File: config.mk
export PLATFORM = sky130hd
export DESIGN_NAME = branch_predictor
export DESIGN_NICKNAME = d
export VERILOG_FILES = /design/src/rtl/branch_predictor.sv
export SDC_FILE = /design/constraint.sdc
export NUM_CORES = 2
export LEC_CHECK = 0
export BUFFER_PORTS_ARGS = -buffer_cell sky130_fd_sc_hd__buf_2
export CAP_MARGIN = 20
export CORE_MARGIN = 1
export CORE_UTILIZATION = 35
export DETAILED_ROUTE_END_ITERATION = 8
export HOLD_SLACK_MARGIN = 0.03
export PLACE_DENSITY = 0.55
export SYNTH_ARGS = -nofsm -noshare
export SYNTH_HDL_FRONTEND = slang
export SYNTH_SLANG_ARGS = --single-unit
File: constraint.sdc
create_clock -name clk -period 2.8 [get_ports clk]
set_input_delay 0.56 -clock clk [delete_from_list [all_inputs] [get_ports clk]]
set_output_delay 0.56 -clock clk [all_outputs]
set_load 0.02 [all_outputs]
File: src/rtl/branch_predictor.sv
// Bimodal direction predictor with a direct-mapped BTB and registered mispredict redirect.
// Define BP_TAG_EN to store and compare per-entry tags; otherwise aliasing PCs share an entry.
module branch_predictor #(
    parameter int INDEX_BITS = 6,
    parameter int TAG_BITS   = 8
) (
    input  logic        clk,
    input  logic        rst_n,
    input  logic        fetch_valid,
    input  logic [31:0] fetch_pc,
    output logic        pred_valid,
    output logic        pred_taken,
    output logic [31:0] pred_target,
    input  logic        res_valid,
    input  logic [31:0] res_pc,
    input  logic        res_taken,
    input  logic [31:0] res_target,
    input  logic        res_pred_taken,
    input  logic [31:0] res_pred_target,
    output logic        redirect_valid,
    output logic [31:0] redirect_pc,
    output logic [31:0] mispredict_count
);

    localparam int ENTRIES = 1 << INDEX_BITS;

    logic [ENTRIES-1:0] valid_q, valid_d;
    logic [1:0]         cnt_q [ENTRIES];
    logic [1:0]         cnt_d [ENTRIES];
    logic [31:0]        tgt_q [ENTRIES];
    logic [31:0]        tgt_d [ENTRIES];

    logic [INDEX_BITS-1:0] f_idx, r_idx;
    logic                  f_hit, r_hit;

    assign f_idx = fetch_pc[INDEX_BITS+1:2];
    assign r_idx = res_pc[INDEX_BITS+1:2];

`ifdef BP_TAG_EN
    logic [TAG_BITS-1:0] tag_q [ENTRIES];
    logic [TAG_BITS-1:0] tag_d [ENTRIES];
    logic [TAG_BITS-1:0] f_tag, r_tag;

    assign f_tag = fetch_pc[INDEX_BITS+TAG_BITS+1:INDEX_BITS+2];
    assign r_tag = res_pc[INDEX_BITS+TAG_BITS+1:INDEX_BITS+2];
    assign f_hit = valid_q[f_idx] && (tag_q[f_idx] == f_tag);
    assign r_hit = valid_q[r_idx] && (tag_q[r_idx] == r_tag);
`else
    assign f_hit = valid_q[f_idx];
    assign r_hit = valid_q[r_idx];
`endif

    // Table training; lookup reads *_q so same-index lookups see old contents.
    always_comb begin
        valid_d = valid_q;
        cnt_d   = cnt_q;
        tgt_d   = tgt_q;
`ifdef BP_TAG_EN
        tag_d   = tag_q;
`endif
        if (res_valid) begin
            if (r_hit) begin
                if (res_taken) begin
                    if (cnt_q[r_idx] != 2'b11)
                        cnt_d[r_idx] = cnt_q[r_idx] + 2'b01;
                    tgt_d[r_idx] = res_target;
                end else if (cnt_q[r_idx] != 2'b00) begin
                    cnt_d[r_idx] = cnt_q[r_idx] - 2'b01;
                end
            end else if (res_taken) begin
                valid_d[r_idx] = 1'b1;
                cnt_d[r_idx]   = 2'b10;
                tgt_d[r_idx]   = res_target;
`ifdef BP_TAG_EN
                tag_d[r_idx]   = r_tag;
`endif
            end
        end
    end

    logic        pred_valid_q, pred_valid_d;
    logic        pred_taken_q, pred_taken_d;
    logic [31:0] pred_target_q, pred_target_d;
    logic        redirect_valid_q, redirect_valid_d;
    logic [31:0] redirect_pc_q, redirect_pc_d;
    logic [31:0] mis_cnt_q, mis_cnt_d;
    logic        lk_taken;
    logic        mispredict;

    always_comb begin
        lk_taken      = f_hit & cnt_q[f_idx][1];
        pred_valid_d  = fetch_valid & ~redirect_valid_q;
        pred_taken_d  = pred_taken_q;
        pred_target_d = pred_target_q;
        if (pred_valid_d) begin
            pred_taken_d  = lk_taken;
            pred_target_d = lk_taken ? tgt_q[f_idx] : fetch_pc + 32'd4;
        end
    end

    always_comb begin
        mispredict = res_valid &
                     ((res_taken != res_pred_taken) |
                      (res_taken & (res_target != res_pred_target)));
        redirect_valid_d = mispredict;
        redirect_pc_d    = redirect_pc_q;
        mis_cnt_d        = mis_cnt_q;
        if (mispredict) begin
            redirect_pc_d = res_taken ? res_target : res_pc + 32'd4;
            mis_cnt_d     = mis_cnt_q + 32'd1;
        end
    end

    always_ff @(posedge clk or negedge rst_n) begin
        if (!rst_n) begin
            valid_q <= '0;
            for (int i = 0; i < ENTRIES; i++) begin
                cnt_q[i] <= 2'b01;
                tgt_q[i] <= '0;
`ifdef BP_TAG_EN
                tag_q[i] <= '0;
`endif
            end
            pred_valid_q     <= 1'b0;
            pred_taken_q     <= 1'b0;
            pred_target_q    <= '0;
            redirect_valid_q <= 1'b0;
            redirect_pc_q    <= '0;
            mis_cnt_q        <= '0;
        end else begin
            valid_q          <= valid_d;
            cnt_q            <= cnt_d;
            tgt_q            <= tgt_d;
`ifdef BP_TAG_EN
            tag_q            <= tag_d;
`endif
            pred_valid_q     <= pred_valid_d;
            pred_taken_q     <= pred_taken_d;
            pred_target_q    <= pred_target_d;
            redirect_valid_q <= redirect_valid_d;
            redirect_pc_q    <= redirect_pc_d;
            mis_cnt_q        <= mis_cnt_d;
        end
    end

    assign pred_valid       = pred_valid_q;
    assign pred_taken       = pred_taken_q;
    assign pred_target      = pred_target_q;
    assign redirect_valid   = redirect_valid_q;
    assign redirect_pc      = redirect_pc_q;
    assign mispredict_count = mis_cnt_q;

endmodule

==> impl_metrics.tcl <==
set metrics [dict create \
    setup_tns_ns -27.79 \
    grt_pass1_vias 70700 \
    synthAdderAreaFrac 0.000578 \
    layout_setup_ws_ns -0.270 \
    yosysMostFrequentCell "dfrtp_1" \
    ys.warnings.count 0 \
    p_switching_mw 21.4 \
    grt_util_all_layers 0.231 \
    crit_type "register to register" \
    finalWirelength_mm 359 \
    hold_class "input port to register" \
    gp_congestion 0.922 \
    synth_top_family_by_area "multiplexers" \
    finalHoldWorstSlack_ns 0.0910 \
    stdcell_area_um2 131000 \
    worstMarginPinSlew_ns 1.08 \
    die_w_um 558 \
    yosysUniqueCellTypes 64 \
    grt_max_degree 141 \
    r2r-start "cnt_q[120]" \
    rrSetupSlack_ns -0.27 \
    clock-sinks 2339 \
    power_frac_seq 0.456 \
    r2r-end "cnt_q[65]" \
    utilization 0.427 \
    yosys.area_share.simple 0.0234 \
    path_max_fanout 6 \
    synth_compound_area_frac 0.0273 \
    ios 233 \
    cp-start-kind "register" \
    netlist_instances 7061 \
    setup_violations 128 \
    cp.arrival_ns 3.80 \
    rsz0062_at_grt "yes" \
    avgSynthCellArea_um2 15.3 \
    crit_top_cell "buf_12" \
    finalClockSkew_ns 0.0382 \
    wl_per_cell_um 30.0 \
    die_y_um 558 \
    synth_commonest_cells "dfrtp_1, mux2_2, mux4_2" \
    ys.flop_type "dfrtp_1" \
    final_antenna_net_count 0 \
    clkPwrFrac 0.418 \
    ys_top_cells_by_area "dfrtp_1, mux2_2, mux4_2" \
    finalCritPeriodShare 1.10 \
    drc 0 \
    cp-end-kind "register" \
    cts_root_buf "clkbuf_16" \
    timing.fmax_mhz 326 \
    coreArea_um2 307000 \
    fp-row-count 203 \
    syn_nets 7200 \
    nNetsFinal 7830 \
    clock_latency_ns 0.85 \
    yosys.area.top_type_share 0.526 \
    drive_above_1_share 0.581 \
    p_sw_frac 0.253 \
    muxShareOfSynthArea 0.371 \
    cts_buffer_depth 4 \
    synth-edff-count 0 \
    p_int_mw 63.0 \
    crit_chain "mux4_2 > mux2i_1 > o22ai_2 > or4_4 > ha_4 > o22ai_4 > buf_12 > buf_12 > o211ai_1 > mux2_1" \
    ir_worst_vdd_uv 472 \
    place_area_um2 121000 \
    startpoint "cnt_q[120]" \
    violations "setup timing" \
    portBuffers 232 \
    maxCapViolations 0 \
    grt-ovfl-total 0 \
    slowest_delay_ns 0.61 \
    antenna_found_initial 14 \
    synth-async-reset-ratio 1.00 \
    worstSetupEndpoint "cnt_q[65]" \
    drt_iter0_drc 5096 \
    start_util 0.353 \
    required_ns 3.53 \
    comb_power_share 0.126 \
    critical_path.top_delay_family "multiplexers" \
    vias 66600 \
    synth_xor_area_frac 0.00972 \
    area_growth_pct 21.0 \
    status "finished, violations left" \
    min_period_ns 3.07 \
    dieArea_um2 311000 \
    netlist_area_um2 108000 \
    first_pass_iters 6 \
    worst-path-buf-inv 2 \
    hold_violations 0 \
    cts_made_buffers 269 \
    synth_top_area_cell "dfrtp_1" \
    vias_per_cell 5.55 \
    synth_sequential_area_ratio 0.542 \
    slew_viol_final 0 \
    reg2reg_depth 10 \
    dp_hpwl_mm 236 \
    tritoncts "built" \
    cp.depth 10 \
    grt_pass1_wl_mm 522 \
    cts.clk_slew.worst_paths_ns 0.06 \
    p_leak_nw 60.8 \
    cts_max_level 5 \
    crit_path_top_delay_cell "or4_4" \
    dpl_worst_slack_ns -1.19 \
    ys_ff_latch 2339 \
    p_per_area_nw_per_um2 645 \
    slew_headroom 0.281 \
]
## worst min-delay path: cells and delay by family
family,cells,cell delay (ns)
buffers and inverters,1,0.10
XOR/XNOR,1,0.07
AO/OA/AOI/OAI,1,0.17
## per-layer routing
| layer | vias up | track usage | part of all wire |
|---|---|---|---|
| li1 | 27500 | - | - |
| met1 | 36800 | 0.317 | 0.44 |
| met2 | 1739 | 0.380 | 0.49 |
| met3 | 456 | 0.0326 | 0.048 |
| met4 | 2 | 0.0638 | 0.028 |
| met5 | - | 0 | 0.000033 |
## power by group through the flow
stage	logic [mW]	clock network [mW]	registers, mW
2_1_floorplan	6.14	0	38.6
3_3_place_gp	10.2	0	38.9
3_5_place_dp	10.4	0	39.1
4_1_cts	10.6	36.0	38.5
5_1_grt	11.4	37.4	38.8
6_report	10.6	35.2	38.5
## sequential cells by signal, summed over array words and instances (netlist names)
signal	flops
redirect_valid	1
redirect_pc	32
pred_target	32
pred_valid	1
mispredict_count	32
valid_q	64
cnt_q	128
tgt_q	2048
pred_taken	1
## per-stage QoR
stage,std cells,total power [mW]
final,12000,84.4
after floorplan,7061,44.8
after CTS,12000,85.1
after global routing,12000,87.6
after detailed placement,11500,49.4
after global placement,11500,49.1
## cell usage in the layout, fill, tap and decap left out, types with 64 or more instances in the layout
cell type,synthesis,final
buf_12,0,250
buf_2,75,225
buf_4,6,540
clkbuf_16,0,283
dfrtp_1,2275,2275
dfstp_2,64,64
mux2_2,2177,2172
mux4_2,673,673
nand2_1,243,211
nand3_1,80,79
o21ai_0,144,69
o21bai_1,70,65
xor2_1,74,74
## logic make-up after synthesis
kind of cell             count (synthesis)
XOR/XNOR                               120
buffers and inverters                  720
adder cells (fa/ha/maj)                  5
flip-flops                            2339
multiplexers                          2891
AO/OA/AOI/OAI                          439
AND/OR/NAND/NOR                        547
## repair_timing
item / 4_1_cts / 5_1_grt
pin swaps: 17 / 20
hold buffers: 12 / 0
endpoints found under the hold margin: 285 / 0
endpoints found under the setup margin: 128 / 158
cloned: 7 / 5
buffers inserted: 8 / 4
resized for setup: 144 / 54
## area by class of cell
cell class              instances  area, um2
fillers                     27500     176000
flip-flops and latches       2339      58600
multi-input cells            4002      47600
repair buffers               1056      10800
clock buffers                 394       7950
well taps                    4100       5130
clock inverters                68        752
inverters                      23       96.3
diodes                          9       22.5
## worst min-delay path by stage
stage | start | to | slack (ns) | cells past startpoint
6_report | fetch_pc[30] | pred_target[30] | 0.09 | 3
5_1_grt | fetch_pc[30] | pred_target[30] | 0.07 | 3
4_1_cts | fetch_pc[30] | pred_target[30] | 0.03 | 3
3_5_place_dp | pred_taken | pred_taken | 0.46 | 2
3_3_place_gp | pred_taken | pred_taken | 0.46 | 2
2_1_floorplan | rst_n | cnt_q[101] | 0.26 | 0
Note: power is estimated with default switching activity, not from simulation.
